**config.mk**
```make
export PLATFORM = sky130hd
export DESIGN_NAME = scoreboard_stall_ctrl
export DESIGN_NICKNAME = d
export VERILOG_FILES = /design/src/rtl/scoreboard_stall_ctrl.sv
export SDC_FILE = /design/constraint.sdc
export NUM_CORES = 1
export LEC_CHECK = 0
export BUFFER_PORTS_ARGS = -buffer_cell sky130_fd_sc_hd__buf_4
export CAP_MARGIN = 20
export CORE_UTILIZATION = 65
export DETAILED_ROUTE_END_ITERATION = 16
export GPL_ROUTABILITY_DRIVEN = 0
export PLACE_DENSITY = 0.85
export SLEW_MARGIN = 15
export SYNTH_ARGS = -nofsm -noshare
export SYNTH_HDL_FRONTEND = slang
export SYNTH_SLANG_ARGS = --single-unit
```
**constraint.sdc**
```tcl
create_clock -name clk -period 14.33 [get_ports clk]
set_input_delay 2.866 -clock clk [delete_from_list [all_inputs] [get_ports clk]]
set_output_delay 2.866 -clock clk [all_outputs]
set_load 0.01 [all_outputs]
```
**src/rtl/scoreboard_stall_ctrl.sv**
```systemverilog
// scoreboard_stall_ctrl: per-register countdown scoreboard driving ID stall and bubble insertion
// Optional saturating stall counter enabled by defining SCB_PERF_CNT_EN
module scoreboard_stall_ctrl #(
  parameter int NUM_REGS   = 32,
  parameter int REG_ADDR_W = 5,
  parameter int MAX_LAT    = 4,
  parameter int LAT_W      = 3,
  parameter int PERF_W     = 32
) (
  input  logic                  clk,
  input  logic                  reset,
  input  logic                  ID_valid_ip,
  input  logic [REG_ADDR_W-1:0] ID_src1_addr_ip,
  input  logic                  ID_src1_used_ip,
  input  logic [REG_ADDR_W-1:0] ID_src2_addr_ip,
  input  logic                  ID_src2_used_ip,
  input  logic [REG_ADDR_W-1:0] ID_rd_addr_ip,
  input  logic                  ID_rd_we_ip,
  input  logic [LAT_W-1:0]      ID_fwd_lat_ip,
  input  logic                  flush_ip,
  output logic                  stall_op,
  output logic                  haz_src1_op,
  output logic                  haz_src2_op,
  output logic [PERF_W-1:0]     stall_cnt_op
);
  logic [LAT_W-1:0] cnt_q [NUM_REGS];
  logic [LAT_W-1:0] cnt_d [NUM_REGS];
  logic [LAT_W-1:0] lat_c;
  logic haz1, haz2, waw, stall, issue;
  always_comb begin
    lat_c = (ID_fwd_lat_ip > LAT_W'(MAX_LAT)) ? LAT_W'(MAX_LAT) : ID_fwd_lat_ip;
    haz1  = ID_valid_ip & ID_src1_used_ip & (ID_src1_addr_ip != '0) & (cnt_q[ID_src1_addr_ip] != '0);
    haz2  = ID_valid_ip & ID_src2_used_ip & (ID_src2_addr_ip != '0) & (cnt_q[ID_src2_addr_ip] != '0);
    waw   = ID_valid_ip & ID_rd_we_ip & (ID_rd_addr_ip != '0) & (cnt_q[ID_rd_addr_ip] > lat_c);
    stall = (haz1 | haz2 | waw) & ~flush_ip & reset;
    issue = ID_valid_ip & ~stall & ~flush_ip & ID_rd_we_ip & (ID_rd_addr_ip != '0);
    cnt_d[0] = '0;
    for (int r = 1; r < NUM_REGS; r++)
      cnt_d[r] = (issue && ID_rd_addr_ip == REG_ADDR_W'(r)) ? lat_c :
                 (cnt_q[r] != '0) ? cnt_q[r] - 1'b1 : '0;
  end
  always_ff @(posedge clk or negedge reset)
    if (!reset) for (int r = 0; r < NUM_REGS; r++) cnt_q[r] <= '0;
    else        for (int r = 0; r < NUM_REGS; r++) cnt_q[r] <= cnt_d[r];
  assign stall_op    = stall;
  assign haz_src1_op = haz1 & reset;
  assign haz_src2_op = haz2 & reset;
`ifdef SCB_PERF_CNT_EN
  logic [PERF_W-1:0] perf_q, perf_d;
  assign perf_d = (stall && !(&perf_q)) ? perf_q + 1'b1 : perf_q;
  always_ff @(posedge clk or negedge reset)
    if (!reset) perf_q <= '0;
    else        perf_q <= perf_d;
  assign stall_cnt_op = perf_q;
`else
  assign stall_cnt_op = '0;
`endif
endmodule

```
; Yosys cells after proc, flatten, opt, wreduce, memory -nomap -nowiden
; Index checks and enable logic that the tools add are counted.
[word_totals]
ff_bits = 93
in_bits = 25
out_inout_bits = 35
[classes]
add_sub_neg = 31
n_lt_le_gt_ge = 5
n_eq_ne = 31
muxes = 72
bitwise = 24
reduce_logical = 67
[op_table]
columns = op, count
row1 = $mux W3, 69
row2 = $reduce_bool A3 Y1, 33
row3 = $sub A3 B1 Y3 const B, 31
row4 = $eq A5 B5 Y1 const B, 16
row5 = $bmux W3 S5, 3
row6 = $eq A5 B4 Y1 const B, 8
row7 = $logic_and A1 B1 Y1, 31
row8 = $eq A5 B3 Y1 const B, 4
row9 = $ge A6 B6 Y1 const B, 3
row10 = $not A5 Y6, 3
row11 = $and A1 B1 Y1, 17
row12 = $reduce_bool A5 Y1, 3
row13 = $eq A5 B2 Y1 const B, 2
row14 = $eq A5 B1 Y1 const B, 1
row15 = $gt A3 B3 Y1, 1
row16 = $gt A3 B3 Y1 const B, 1
row17 = $not A1 Y1, 2
row18 = $or A1 B1 Y1, 2

; Longest topological paths before layout
; Gate-level depths: netlist of run 1.
[logic_depth]
ltp_word = 17
depth_mapped = 16
depth_no_buf = 14

; Worst setup path after synthesis of run 1
; OpenSTA, ideal clock, no wires.
[synth_timing]
path_type = input to output
start = input port ID_rd_addr_ip[0]
end = output port stall_op
arrival_ns = 6.055
path_slack_ns = 5.409
path_stages = 12
cell_sequence = buf_2 buf_1 mux4_2 mux4_2 mux2_2 ha_1 nor2b_1 o21a_1 o21ai_0 nor3_1 o31ai_1 nor2_1
[synth_between]
elab_chain_len = 9
word_cells_on_any_way = 11
[synth_rtl]
columns = element, line_no
row1 = "start, declared", 17  ; input logic [REG_ADDR_W-1:0] ID_rd_addr_ip,
row2 = $not A5 Y6 (not written as such), 34  ; waw = ID_valid_ip & ID_rd_we_ip & (ID_rd_addr_ip != '0) & (cnt_q[ID_rd_addr_ip] > lat_c);
row3 = $bmux W3 S5, 34
row4 = $mux W3 (not written as such) (2 in a row), 34
row5 = $gt A3 B3 Y1, 34
row6 = $and A1 B1 Y1 (*), 34
row7 = $or A1 B1 Y1 (*), 35  ; stall = (haz1 | haz2 | waw) & ~flush_ip & reset;
row8 = $and A1 B1 Y1 (*) (2 in a row), 35
row9 = "end, declared", 21  ; output logic stall_op,
; Every way passes the cells marked *; elsewhere a longest branch is shown, timed or not. The select of a mux whose other input is x is not followed.

; Final worst setup path of run 1
; Ends and elaborated chain as after synthesis.

==> results of run 1 <==
## cell usage after synthesis, drive strengths merged (10+ instances only)
library cell  number
a21oi             34
a311oi            10
and2              34
and3              10
buf               45
clkbuf            17
dfrtp             93
ha                65
inv               66
mux2              66
mux2i             36
mux4              29
nand2             12
nor2              48
nor3              21
nor4              23
o21ai             11
or2               27
## placed cells by master (no fill, tap or decap), types with 3 or more instances in the layout
cell type and instances:
a21oi_1 34, a311oi_1 10, a31oi_1 5, and2_1 32, and3_1 9, buf_4 29, clkbuf_16 9, conb_1 32
dfrtp_1 93, ha_1 65, inv_1 65, mux2_1 4, mux2_2 60, mux2i_1 36, mux4_2 28, nand2_1 12
nand2b_1 5, nand3_1 5, nor2_1 48, nor2b_1 5, nor3_1 12, nor3_4 9, nor4_1 17, nor4_4 6
o21ai_0 11, o31ai_1 3, or2_2 24
## path summary, 6_finish.rpt
kind,endpoint,startpoint,slack [ns],cells past startpoint
max,stall_op,ID_rd_addr_ip[0],5.34,12
min,cnt_q[61],cnt_q[62],0.65,2
max reg2reg,cnt_q[2],cnt_q[82],9.62,12
min reg2reg,cnt_q[61],cnt_q[62],0.65,2
max in group asynchronous,cnt_q[61],reset,10.69,2
min in group asynchronous,cnt_q[91],reset,2.44,1
## final cells by class
class | count | area share [%]
tap | 143 | 2.254
sequential | 93 | 29.32
timing repair buffer | 29 | 2.743
inverter | 66 | 3.121
multi-input combinational | 522 | 58.73
clock inverter | 3 | 0.5517
clock buffer | 13 | 3.279
## stage by stage
stage	cells	total power [uW]	area, um2	setup slack, ns
finish	869	829.9	7938	5.344
detailed placement	853	578.3	7634	5.375
global route	869	877.5	7938	5.096
CTS	869	828.8	7938	5.367
global placement	853	560.1	7634	5.403
floorplan	743	516.5	7679	5.409
## kinds of logic (layout without fill, tap and decap cells)
logic type,after synthesis,after routing,share of synthesized area (%)
AOI/OAI and AO/OA,88,88,8.289
adders and majority gates,65,65,10.75
buffers and inverters,128,111,9.116
DFF,93,93,30.77
muxes,131,131,23.38
other,1,32,0.04959
and+or+nand+nor,206,206,17.64
## routing by layer
metal / part of all wire [%] / GRT usage (%)
met4: 2.6 / 13.33
met5: 0 / 0
met3: 11 / 9.544
met2: 46 / 50.00
met1: 40 / 42.72
## worst max-delay path, cell delays in order
cell     delay, ns
buf_4         0.46
mux4_2        0.58
mux4_2        0.49
mux2_2        0.28
ha_1          0.31
nor2b_1       0.14
o21a_1        0.16
o21ai_0       0.26
nor3_1        0.12
o31ai_1       0.24
nor2_1        0.06
buf_4         0.14
## power by group through the flow
stage	Clock, uW	Sequential [uW]	Combinational [uW]
2_1_floorplan	0	325	191
3_3_place_gp	0	341	220
3_5_place_dp	0	343	236
4_1_cts	253	338	238
5_1_grt	265	345	268
6_report	249	341	240
==> flow_summary.yaml, run 1 <==
flow_run:
  drv_cap: 0
power_and_ir_drop:
  p_seq_share_pct: 41.1
  power_frac_comb_pct: 28.9
  leakage_uw: 0.003850
  switching_power_uw: 281.5
  power.share.clock_pct: 30.0
  intPower_uw: 548.4
  p_sw_share_pct: 33.92
  peakVddDrop_uv: 104.7
  powerDensity_nw_per_um2: 104.6
setup_path:
  critPathMaxFanout: 37
  crit_type: "primary input to primary output"
  crit_arrival_ns: 6.12
  cp.required_ns: 11.46
  endpoint_kind: "primary output"
  crit_path_start_kind: "primary input"
die:
  rows: 39
  pin_count: 60
  start_util_pct: 66.51
  die_area_um2: 12070
  die_w_um: 109.9
  die_y_um: 109.9
  core_um2: 11370
synth:
  async_reset_ff_share_pct: 100.0
  synth_area_leaders: "dfrtp_1 31%, ha_1 11%, mux2_2 8.9%"
  synth-seq-area-share_pct: 30.77
  yosys_most_used_dff: "dfrtp_1"
  syn-cell-area_um2: 7562
  yosysWarnings: 0
  synth_edf_count: 0
  yosys.cell_types.count: 67
  yosys.area.top_type: "dfrtp_1"
  ys_ff_latch: 93
  synth.avg_cell_area_um2: 10.62
  synth_top_area_share_pct: 30.77
  synthCells: 712
cells_and_area:
  fin_nets: 811
  largest_reg_flops: 93
  top_regs: "cnt_q: 93 flops"
  drive_above_1_share_pct: 25.62
  multi_input_area_um2: 4662
  post-route-util_pct: 69.81
  num-fill-cells: 815
  seqCellArea_um2: 2327
  regMostFlops: "cnt_q"
  diodes: 0
  areaGrowthSynthToFinish_pct: 4.964
grt:
  grt_pass1_wl_mm: 28.74
  grt_max_degree: 69
  antenna_found_initial: 0
  grt_use_total_pct: 32.45
  grt_pass1_vias: 5546
  grt_overflow: 0
routing:
  ant_nets: 0
  vias: 5651
  drt_wl_total_mm: 18.16
  drt_first_pass_iters: 5
  viasPerCell: 6.503
  post-route-drc-count: 0
  detail_route.iter0.violations: 588
  detail_route.wl_per_cell_um: 20.90
clocking:
  cts_tree: "yes"
  root_buffer: "clkbuf_16"
  clk_latency_ns: 0.36
  clockBufferDepth: 2
  post_cts_buffers: 0
  cts.reportedPaths.clkPinSlew_ns: 0.06
  cts_resized: 0
  cts_buffers: 9
  htreeDepth: 3
  clock-sinks: 93
  hold_buffers: 0
sta:
  holdWs_ns: 0.6463
  max_freq_mhz: 111.3
  slew_violations: 0
  setup_viol: 0
  skew_ns: 0.01133
  finalCriticalPeriod_ns: 8.986
  max_slew_margin_pct: 35.32
  final-hold-violation-count: 0
  fin_setup_tns_ns: 0
  worst_slew_pin_slew_ns: 0.9701
  rsz0062_at_grt: "no"
  post-route-period-util_pct: 62.71
worst_hold_path:
  hold_class: "register to register"
place:
  io_buffer_count: 27
  hpwl_mm: 12.90
outcome:
  status: "completed"
Power figures use the tool's default switching activity.
==> run 2: changes to the inputs <==
Settings changed: ABC_AREA set to 1, CORE_UTILIZATION 65 to 56, PLACE_DENSITY 0.85 to 0.78.
Clock period 14.33 ns to 7.4 ns, I/O delays scaled along.
==> flow_summary.yaml, run 2 <==
setup_path:
  crit_arrival_ns: 4.76
  rr_worst_depth: 15
  r2r-start: "cnt_q[35]"
  reg2reg_slack_ns: 3.39
  reg2reg_to: "cnt_q[47]"
  critPathMaxFanout: 26
  endpoint_kind: "primary output"
  crit_type: "primary input to primary output"
  crit_path_start_kind: "primary input"
  cp.required_ns: 5.92
sta:
  max_slew_margin_pct: 37.87
  setup_viol: 0
  post-route-period-util_pct: 84.30
  final-hold-violation-count: 0
  max_freq_mhz: 160.3
  rsz0062_at_grt: "no"
  worst_slew_pin_slew_ns: 0.9296
  finalCriticalPeriod_ns: 6.238
  skew_ns: 0.004864
  fin_setup_tns_ns: 0
  slew_violations: 0
clocking:
  cts_buffers: 9
  clock-sinks: 93
  cts_resized: 0
  post_cts_buffers: 0
  htreeDepth: 3
  root_buffer: "clkbuf_16"
  cts_tree: "yes"
  clk_latency_ns: 0.36
  cts.reportedPaths.clkPinSlew_ns: 0.07
  hold_buffers: 0
  clockBufferDepth: 2
die:
  die_area_um2: 14450
  pin_count: 60
  start_util_pct: 58.16
  die_w_um: 120.2
  core_um2: 13450
  die_y_um: 120.2
  rows: 42
synth:
  synth_common_cells: "328 x nand2_1, 147 x inv_1, 96 x nand4_1"
  syn-cell-area_um2: 7824
  synth-seq-area-share_pct: 29.75
  synth_xor_area_share_pct: 0
  synth-simple-area-share_pct: 35.92
  ys_ff_latch: 93
  synth-adder-area-share_pct: 10.40
  yosys.cell_types.count: 33
  synthCells: 1172
  synth_edf_count: 0
  yosysWarnings: 0
  synthMuxAreaShare_pct: 0
  async_reset_ff_share_pct: 100.0
  synth.avg_cell_area_um2: 6.676
  synth_area_leaders: "dfrtp_1 30%, nand2_1 16%, ha_1 10%"
  synth-compound-area-share_pct: 9.707
  yosys.cell_count.top_type: "nand2_1"
  yosys.area.top_type: "dfrtp_1"
  yosys_most_used_dff: "dfrtp_1"
  synth_top_family_by_area: "simple AND/OR/NAND/NOR gates"
  synth_top_area_share_pct: 29.75
cells_and_area:
  areaGrowthSynthToFinish_pct: 4.638
  diodes: 0
  regMostFlops: "cnt_q"
  largest_reg_flops: 93
  layout.cells.most_common_list: "327 x nand2_1, 147 x inv_1, 96 x nand4_1"
  top_regs: "cnt_q: 93 flops"
  stdcell_count: 1341
  drive_above_1_share_pct: 5.408
  fin_nets: 1250
  final_common_cell: "nand2_1"
  design_area_um2: 8187
grt:
  grt_max_degree: 81
  grt_pass1_wl_mm: 36.58
  grt_pass1_vias: 7106
  gr-usage-met3_pct: 7.830
  antenna_found_initial: 0
  use_met1_pct: 42.16
  grt.busiest_layer: "met2"
  grt_util_met2_pct: 52.19
  grt_overflow: 0
  grt_use_total_pct: 33.18
place:
  dpl_cell_area_um2: 7905
  io_buffer_count: 27
  hpwl_mm: 15.74
  dp_cells: 1325
routing:
  drt_wl_total_mm: 23.08
  vias: 7921
  drt_first_pass_iters: 8
  viasPerCell: 5.907
  ant_nets: 0
  post-route-drc-count: 0
  detail_route.wl_per_cell_um: 17.21
  detail_route.iter0.violations: 873
outcome:
  status: "completed"
worst_hold_path:
  hold_class: "register to register"
  hold_depth: 3
  hp-start: "cnt_q[9]"
  min_to: "cnt_q[9]"
power_and_ir_drop:
  powerDensity_nw_per_um2: 175.2
  leakage_uw: 0.004443
  peakVddDrop_uv: 122.8
  power.total_uw: 1434
flow_run:
  drv_cap: 0
## run 2: cell types whose count changed in the layout (fill, tap and decap cells not counted), sizes merged, moves of 29 or more
cell,previous run,this run
o21ai,11,66
mux2,66,0
nor2,48,94
and2,34,0
nand4,2,96
nand3,5,88
o22ai,1,38
nand2,12,330
mux4,29,0
mux2i,36,0
inv,66,151
## run 2: kinds of logic after synthesis
group           Yosys count
other cells               1
compound gates          132
simple gates            639
flops                    93
buf+inv                 242
fa+ha+maj                65
## run 2: stage by stage
step	utilization, %	hold WS [ns]	setup WS (ns)
2_1_floorplan	-	0.5109	2.216
3_3_place_gp	58.76	0.5282	1.489
3_5_place_dp	58.76	0.5359	1.368
4_1_cts	60.84	0.5464	1.355
5_1_grt	60.85	0.5626	0.8554
6_report	60.85	0.5463	1.162
## run 2: area by class of cell
cell class,count,area [um2]
multi-input cells,868,4523
fillers,1296,5266
clock buffers,11,242.7
flip-flops and latches,93,2327
repair buffers,35,262.8
clock inverters,5,36.28
well taps,176,220.2
inverters,153,574.3
## run 2: worst max-delay path by stage
| stage | start | end | slack [ns] | cells past startpoint |
|---|---|---|---|---|
| finish | ID_rd_addr_ip[0] | stall_op | 1.16 | 17 |
| global route | ID_rd_addr_ip[0] | stall_op | 0.86 | 17 |
| CTS | ID_rd_addr_ip[1] | stall_op | 1.36 | 16 |
| detailed placement | ID_rd_addr_ip[1] | stall_op | 1.37 | 16 |
| global placement | ID_rd_addr_ip[1] | stall_op | 1.49 | 15 |
| floorplan | ID_rd_addr_ip[0] | stall_op | 2.22 | 17 |
## run 2: worst max-delay path, stage by stage
cell	delay, ns
buf_4	0.09
inv_1	0.05
nor2_1	0.44
clkinv_1	0.82
o22ai_1	0.36
o21ai_0	0.16
nand3_1	0.14
a211oi_1	0.05
a21oi_1	0.17
ha_1	0.28
a21oi_1	0.16
o21ai_0	0.10
nand2_1	0.09
nand3_2	0.10
nand2_4	0.08
inv_1	0.04
buf_4	0.13
## run 2: routing by layer
layer | share of wire (%) | vias up | wire length [um]
li1 | - | 3767 | -
met1 | 39 | 3610 | 9019
met2 | 45 | 448 | 10400
met3 | 11 | 96 | 2516
met4 | 5.0 | 0 | 1148
met5 | 0 | - | 0
## run 2: power breakdown
part	switching, uW	leakage, uW	internal (uW)
sequential	36.2	0.00129	551
clock	210	0.000128	237
combinational	287	0.00302	112
